### config.mk
export PLATFORM = sky130hd
export DESIGN_NAME = order_event_sequencer
export DESIGN_NICKNAME = d
export VERILOG_FILES = /design/src/rtl/order_event_sequencer.sv
export SDC_FILE = /design/constraint.sdc
export NUM_CORES = 2
export LEC_CHECK = 0
export ABC_AREA = 1
export BUFFER_PORTS_ARGS = -buffer_cell sky130_fd_sc_hd__buf_2
export CAP_MARGIN = 15
export CORE_ASPECT_RATIO = 0.5
export CORE_MARGIN = 2
export CORE_UTILIZATION = 60
export DETAILED_ROUTE_END_ITERATION = 16
export GPL_TIMING_DRIVEN = 0
export PLACE_DENSITY_LB_ADDON = 0.25
export REMOVE_ABC_BUFFERS = 1
export SYNTH_ARGS = -nofsm -noshare
export SYNTH_HDL_FRONTEND = slang
export SYNTH_SLANG_ARGS = --single-unit
### constraint.sdc
create_clock -name clk_in -period 6.2 [get_ports clk_in]
set_input_delay 0.62 -clock clk_in [delete_from_list [all_inputs] [get_ports clk_in]]
set_output_delay 0.62 -clock clk_in [all_outputs]
set_load 0.02 [all_outputs]
### src/rtl/order_event_sequencer.sv
// Scripted stimulus engine for order_book_wrapper: replays a loadable event script through the
// book's start/busy handshake, in single-step or free-run mode, with optional looping.
module order_event_sequencer #(
  parameter int unsigned NUM_STOCKS = 4,
  parameter int unsigned PRICE_W    = 32,
  parameter int unsigned ORDER_W    = 16,
  parameter int unsigned QTY_W      = 16,
  parameter int unsigned DEPTH      = 32,
  parameter int unsigned TIMEOUT    = 1023,
  localparam int unsigned SW = (NUM_STOCKS > 1) ? $clog2(NUM_STOCKS) : 1,
  localparam int unsigned AW = (DEPTH > 1) ? $clog2(DEPTH) : 1
) (
  input  logic               clk_in,
  input  logic               rst_n_in,
  input  logic               cfg_we_in,
  input  logic [AW-1:0]      cfg_addr_in,
  input  logic [1:0]         cfg_op_in,
  input  logic [SW-1:0]      cfg_stock_in,
  input  logic [PRICE_W-1:0] cfg_price_in,
  input  logic [ORDER_W-1:0] cfg_order_in,
  input  logic [QTY_W-1:0]   cfg_qty_in,
  input  logic               go_in,
  input  logic               next_in,
  input  logic               run_mode_in,
  input  logic               loop_in,
  input  logic               abort_in,
  input  logic               book_busy_in,
  output logic               book_start,
  output logic [2:0]         book_request,
  output logic [SW-1:0]      book_stock,
  output logic [PRICE_W-1:0] book_price,
  output logic [ORDER_W-1:0] book_order_id,
  output logic [QTY_W-1:0]   book_quantity,
  output logic               book_delete,
  output logic               busy_out,
  output logic               done_out,
  output logic               error_out,
  output logic [AW-1:0]      event_idx_out,
  output logic [15:0]        issued_cnt_out
);

  localparam int unsigned TW = (TIMEOUT > 1) ? $clog2(TIMEOUT) : 1;

  localparam logic [1:0] OpNop    = 2'd0;
  localparam logic [1:0] OpAdd    = 2'd1;
  localparam logic [1:0] OpCancel = 2'd2;
  localparam logic [1:0] OpEnd    = 2'd3;

  localparam logic [2:0] ReqAdd    = 3'd1;
  localparam logic [2:0] ReqCancel = 3'd2;

  typedef enum logic [3:0] {
    StIdle, StFetch, StDecode, StIssue, StSettle,
    StWaitBusy, StAdvance, StWaitNext, StDone, StError
  } state_e;

  typedef struct packed {
    logic [1:0]         op;
    logic [SW-1:0]      stock;
    logic [PRICE_W-1:0] price;
    logic [ORDER_W-1:0] order_id;
    logic [QTY_W-1:0]   qty;
  } entry_t;

  state_e          state_q, state_d;
  logic [AW-1:0]   idx_q, idx_d;
  logic [TW-1:0]   tmo_q, tmo_d;
  logic            run_q, run_d;
  logic            loop_q, loop_d;
  logic [15:0]     issued_q, issued_d;
  logic            do_step;
  logic            go_ok;

  entry_t          script_mem [DEPTH];
  entry_t          rd_q;
  entry_t          wr_entry;

  logic [2:0]         req_q;
  logic [SW-1:0]      stock_q;
  logic [PRICE_W-1:0] price_q;
  logic [ORDER_W-1:0] order_q;
  logic [QTY_W-1:0]   qty_q;
  logic               del_q;

  assign wr_entry = '{op: cfg_op_in, stock: cfg_stock_in, price: cfg_price_in,
                      order_id: cfg_order_in, qty: cfg_qty_in};

  // Script RAM: no reset, read registered so data for FETCH's address is valid in DECODE.
  always_ff @(posedge clk_in) begin
    if (cfg_we_in && (state_q == StIdle)) begin
      script_mem[cfg_addr_in] <= wr_entry;
    end
    rd_q <= script_mem[idx_q];
  end

  always_comb begin
    state_d = state_q;
    idx_d   = idx_q;
    tmo_d   = tmo_q;
    run_d   = run_q;
    loop_d  = loop_q;
    do_step = 1'b0;
    go_ok   = 1'b0;

    unique case (state_q)
      StIdle, StDone, StError: begin
        if (go_in) begin
          go_ok   = 1'b1;
          state_d = StFetch;
          idx_d   = '0;
          run_d   = run_mode_in;
          loop_d  = loop_in;
        end
      end
      StFetch: state_d = StDecode;
      StDecode: begin
        unique case (rd_q.op)
          OpAdd, OpCancel: state_d = StIssue;
          OpNop:           state_d = StAdvance;
          OpEnd: begin
            if (loop_q) begin
              idx_d   = '0;
              state_d = StFetch;
            end else begin
              state_d = StDone;
            end
          end
        endcase
      end
      StIssue: state_d = StSettle;
      StSettle: begin
        tmo_d   = '0;
        state_d = StWaitBusy;
      end
      // Advance decision folded in here so run mode keeps a 5-cycle start spacing.
      StWaitBusy: begin
        if (!book_busy_in) begin
          if (run_q) begin
            do_step = 1'b1;
          end else begin
            state_d = StWaitNext;
          end
        end else if (tmo_q == TW'(TIMEOUT - 1)) begin
          state_d = StError;
        end else begin
          tmo_d = tmo_q + TW'(1);
        end
      end
      StAdvance: begin
        if (run_q) begin
          do_step = 1'b1;
        end else begin
          state_d = StWaitNext;
        end
      end
      StWaitNext: begin
        if (next_in && !book_busy_in) begin
          do_step = 1'b1;
        end
      end
      default: state_d = StIdle;
    endcase

    if (do_step) begin
      if (idx_q == AW'(DEPTH - 1)) begin
        if (loop_q) begin
          idx_d   = '0;
          state_d = StFetch;
        end else begin
          state_d = StDone;
        end
      end else begin
        idx_d   = idx_q + AW'(1);
        state_d = StFetch;
      end
    end

    if (abort_in) begin
      state_d = StIdle;
      go_ok   = 1'b0;
    end
  end

  always_comb begin
    issued_d = issued_q;
    if (go_ok) begin
      issued_d = '0;
    end else if ((state_q == StIssue) && (issued_q != 16'hFFFF)) begin
      issued_d = issued_q + 16'd1;
    end
  end

  always_ff @(posedge clk_in or negedge rst_n_in) begin
    if (!rst_n_in) begin
      state_q  <= StIdle;
      idx_q    <= '0;
      tmo_q    <= '0;
      run_q    <= 1'b0;
      loop_q   <= 1'b0;
      issued_q <= '0;
      req_q    <= '0;
      stock_q  <= '0;
      price_q  <= '0;
      order_q  <= '0;
      qty_q    <= '0;
      del_q    <= 1'b0;
    end else begin
      state_q  <= state_d;
      idx_q    <= idx_d;
      tmo_q    <= tmo_d;
      run_q    <= run_d;
      loop_q   <= loop_d;
      issued_q <= issued_d;
      // Request fields change only on entry to ISSUE and hold until the next one.
      if (state_d == StIssue) begin
        req_q   <= (rd_q.op == OpCancel) ? ReqCancel : ReqAdd;
        stock_q <= rd_q.stock;
        price_q <= rd_q.price;
        order_q <= rd_q.order_id;
        qty_q   <= rd_q.qty;
        del_q   <= (rd_q.op == OpCancel);
      end
    end
  end

  assign book_start     = (state_q == StIssue);
  assign book_request   = req_q;
  assign book_stock     = stock_q;
  assign book_price     = price_q;
  assign book_order_id  = order_q;
  assign book_quantity  = qty_q;
  assign book_delete    = del_q;
  assign busy_out       = !((state_q == StIdle) || (state_q == StDone) || (state_q == StError));
  assign done_out       = (state_q == StDone);
  assign error_out      = (state_q == StError);
  assign event_idx_out  = idx_q;
  assign issued_cnt_out = issued_q;

endmodule

### Yosys cells after proc, flatten, opt, wreduce, memory -nomap -nowiden

Memory sizes are Yosys's and may differ from the RTL's. A register that Yosys moved wholly into a read port is not among the register bits.
Index checks and enable logic that the tools add are counted.

* add/sub/neg operators: 3
* equality and inequality tests: 18
* muxes and demuxes: 32
* reductions and logical operators: 15

Operator list (count)
* 16-bit two-way mux: 2
* 4-bit two-way mux: 8
* 4-bit case mux with 8 select lines: 1
* 5-bit two-way mux: 6
* 10-bit two-way mux: 2
* 10-bit case mux with 2 select lines: 1
* 16-bit by 1-bit adder with 16-bit output, second input constant: 1
* 4-bit by 3-bit equality test with 1-bit output, second input constant: 4
* 16-bit != test, second input constant: 1
* 4-bit by 2-bit equality test with 1-bit output, second input constant: 3
* 4-bit case mux with 3 select lines: 1
* 10-bit by 1-bit adder with 10-bit output, second input constant: 1
* 10-bit equality test, second input constant: 1
* 5-bit case mux with 2 select lines: 1
* 4-bit equality test, second input constant: 2
* 1-bit two-way mux: 8
* 5-bit by 1-bit adder with 5-bit output, second input constant: 1
* 5-bit equality test, second input constant: 1
* 2-bit equality test, second input constant: 2
* 4-bit by 1-bit equality test with 1-bit output, second input constant: 1
* 4-bit logical NOT: 1
* 2-bit != test, second input constant: 2
* 2-bit nonzero test: 2
* 1-bit logical AND: 3
* other kinds (10): 12

* bits in registers: 107
* RAM bits: 2176
* input port bits: 82
* memories: 1

Memories
* script_mem: words 32, bits a word 68, rd ports 1, clocked after Yosys merged registers in 1, wr ports 1, line 74 `entry_t script_mem [DEPTH];`

### Longest topological paths before layout

* depth in word-level cells: 7
* gate-level depth with buffers: 14
* depth with buffers taken out: 12

### Least setup slack after synthesis

Ideal clock, no wire load.

* path kind: input to register
* start: input cfg_we_in
* end: memory script_mem[0][0] (netlist name), enable pin
* data arrival time: 3.943 ns
* required time: 5.705 ns
* path slack: 1.762 ns
* cell stages on the path: 4
* buffers on the path: 0
* cells stage by stage: nand2_1 nor2_1 nand3_1 nor2_1

* word-level cells in the longest chain between the ends: 3

Ends and longest elaborated chain
* from (decl): line 15 `input logic cfg_we_in,`
* 1-bit logical AND: line 90 `if (cfg_we_in && (state_q == StIdle)) begin`
* 1-bit two-way mux: line 90
* 1-bit two-way mux (not written as such): line 91 `script_mem[cfg_addr_in] <= wr_entry;`
* to (decl): line 74

Every way passes these cells.

==> flow_metrics.tcl <==
set metrics [dict create \
    drt-total-wl_mm 246 \
    regToRegStartpoint "event_idx_out[0]" \
    cap_violations 0 \
    seq_area_frac_synth 0.757 \
    ios 177 \
    r2r_slack_ns 1.15 \
    critPathLaunch "event_idx_out[0]" \
    portBuffers 175 \
    via_per_inst 6.34 \
    postLayoutCellArea_sq_um 104000 \
    skew_ns 0.0238 \
    dieArea_sq_um 156000 \
    avgRoutedWirePerCell_um 25.7 \
    dp_hpwl_mm 137 \
    drc 0 \
    setup_viol 0 \
    ant_nets 0 \
    finalWeightedCongestion 0.808 \
    grt_use_total 0.312 \
    pwr_density_cell_nw_per_um2 325 \
    cp.arrival_ns 5.79 \
    cts_tree "done" \
    worstSetupPathType "reg2reg" \
    tightestPinTransition_ns 1.11 \
    hold_class "in2reg" \
    path_clk_slew_ns 0.07 \
    vias 60800 \
    pre_cts_slack_ns 1.19 \
    synth_cell_types 34 \
    reg2reg_depth 13 \
    slew_headroom 0.260 \
    netlist_area_sq_um 91600 \
    rsz0062_at_grt "false" \
    r2r-end "rd_q[4]" \
    critPathMaxFanout 175 \
    htreeDepth 4 \
    yosysWarnings 0 \
    syn2layout_area_growth_pct 13.5 \
    placed_area_sq_um 97500 \
    status "completed" \
    antenna_found_initial 11 \
    multi_input_area_sq_um 20200 \
    syn_inst 7329 \
    core-area_sq_um 152000 \
    worstPathRequired_ns 6.94 \
    slew_violations 0 \
    cts.sinks 2349 \
    fin_util 0.685 \
    clock_latency_ns 0.83 \
    worstSetupStartpointType "register" \
    p_total_mw 33.8 \
    worst_slack_ns 1.15 \
    grt_max_degree 176 \
    cts_resized 0 \
    grt-ovfl-total 0 \
    start_util 0.604 \
    final_hold_viol_count 0 \
    final_nets 7495 \
    cts_buffer_depth 3 \
    grt_pass1_wl_mm 357 \
    fmax_ghz 0.198 \
    endpoint_kind "register" \
    ctsRootBufferMaster "clkbuf_16" \
    regArea_sq_um 69300 \
    dr.pass1.iters 6 \
    stdcell_count 9591 \
    dieWidth_um 557 \
    period_share 0.814 \
    rows 101 \
    cts_inserted_buffers 191 \
    avgSynthCellArea_sq_um 12.5 \
    max-vdd-ir-drop_mv 0.287 \
    p_leak_nw 35.5 \
    grt_pass1_vias 55900 \
    place_inst 9220 \
    fp.dieH_um 280 \
    synth-seq-cells 2349 \
    first_iter_violations 10100 \
    fillCellCount 9959 \
    final_layout_size_suffix_gt1_frac 0.0932 \
    holdWs_ns 0.0790 \
    fin_setup_tns_ns 0 \
    crit_path_end "rd_q[4]" \
    period_needed_ns 5.05 \
]
==> timing repair <==
item / 4_1_cts / 5_1_grt
setup buffers: 0 / 0
hold endpoints to repair: 37 / 0
hold buffers: 3 / 0
==> power breakdown <==
group / internal (mW) / leakage, nW / switching, mW
combinational: 0.914 / 10.9 / 2.34
clock: 6.89 / 3.12 / 5.58
sequential: 17.8 / 21.5 / 0.246
==> critical path: stages (launching register included) <==
cell     delay [ns]
dfrtp_4        0.73
buf_12         0.31
buf_16         0.26
buf_16         0.29
inv_8          0.68
buf_16         0.46
buf_16         0.48
buf_16         0.53
o21ai_0        0.22
o22ai_1        0.17
nor2_1         0.06
nor2_1         0.15
nor2_1         0.06
nor2_1         0.19
==> synth_stat cells, drive strengths merged <==
master / instances / area [sq um]
a21oi: 33 / 165
buf: 176 / 895
clkbuf: 301 / 1130
clkinv: 2 / 7.51
conb: 1 / 3.75
dfrtp: 105 / 2630
dfxtp: 68 / 1360
edfxtp: 2176 / 65300
ha: 5 / 62.6
inv: 84 / 315
nand2: 727 / 2740
nand3: 382 / 1920
nand3b: 3 / 22.5
nand4: 10 / 62.6
nor2: 1593 / 6010
nor3: 18 / 90.1
nor3b: 2 / 15.0
nor4: 2 / 12.5
o211ai: 47 / 353
o21ai: 1239 / 6200
o22ai: 336 / 2100
o31ai: 1 / 7.51
or2: 9 / 56.3
xnor2: 1 / 8.76
xor2: 8 / 70.1
==> cell families after synthesis <==
group                    count (synthesis)  synth area share
XOR/XNOR                                 9          0.000861
AND/OR/NAND/NOR                       2746             0.119
adder cells (fa/ha/maj)                  5          0.000683
buffers and inverters                  563            0.0256
other                                    1         0.0000409
AO/OA/AOI/OAI                         1656            0.0964
flip-flops                            2349             0.757
==> sequential cells by signal, indices dropped and copies added, names as in the netlist, 5 cells and up <==
signal,cells
rd_q,68
issued_cnt_out,16
book_quantity,16
event_idx_out,5
book_price,32
tmo_q,10
script_mem,2176
book_order_id,16
==> cell usage in the layout (no fill, tap or decap), types with 4 or more instances in the layout <==
cell type  synthesis  routed
ha_1               5       5
o21ai_1           60      60
bufinv_16          0      19
clkbuf_8           0      24
buf_2            124     174
buf_12             0     115
clkbuf_1         301      66
xor2_1             8       8
nand2_1          723     723
a21oi_1           33      33
clkinv_8           0       5
dfrtp_1          105     101
dfrtp_4            0       4
dfxtp_1           68      68
nand3_1          381     381
diode_2            0       8
clkinv_2           0      25
clkinv_1           2      16
clkbuf_16          0     194
o21ai_0         1179    1179
nor2_1          1587    1555
nor3_1            18      18
inv_8              0       5
or2_2              9       9
inv_6              0       5
nor2_4             4      37
o22ai_1          336     336
edfxtp_1        2176    2176
o211ai_1          47      47
inv_2              8       6
buf_16             0      70
inv_1             76      74
nand4_1           10      10
==> worst min-delay path by stage <==
| stage | startpoint | end | depth (start not counted) | slack (ns) |
|---|---|---|---|---|
| floorplan | rst_n_in | book_delete | 0 | 0.32 |
| global placement | rd_q[10] | book_quantity[10] | 2 | 0.43 |
| detailed placement | rd_q[47] | book_price[15] | 2 | 0.44 |
| CTS | loop_in | loop_q | 3 | 0.05 |
| global route | loop_in | loop_q | 3 | 0.08 |
| finish | loop_in | loop_q | 3 | 0.08 |
==> layout make-up <==
type / instances / share of cell area
clock buffers: 284 / 0.0523
inverters: 86 / 0.00349
repair buffers: 363 / 0.0495
diodes: 8 / 0.000193
multi-input cells: 4417 / 0.194
flip-flops and latches: 2349 / 0.667
clock inverters: 76 / 0.00920
well taps: 2008 / 0.0242
==> per-layer routing <==
metal  vias to the layer above  track usage  routed length, um
met5                         -            0                  0
met1                     29600        0.453              93800
met4                         0        0.107               7600
li1                      26600            -                  -
met3                       515       0.0576              32500
met2                      4114        0.480             112000
Note: power is estimated with default switching activity, not from simulation.
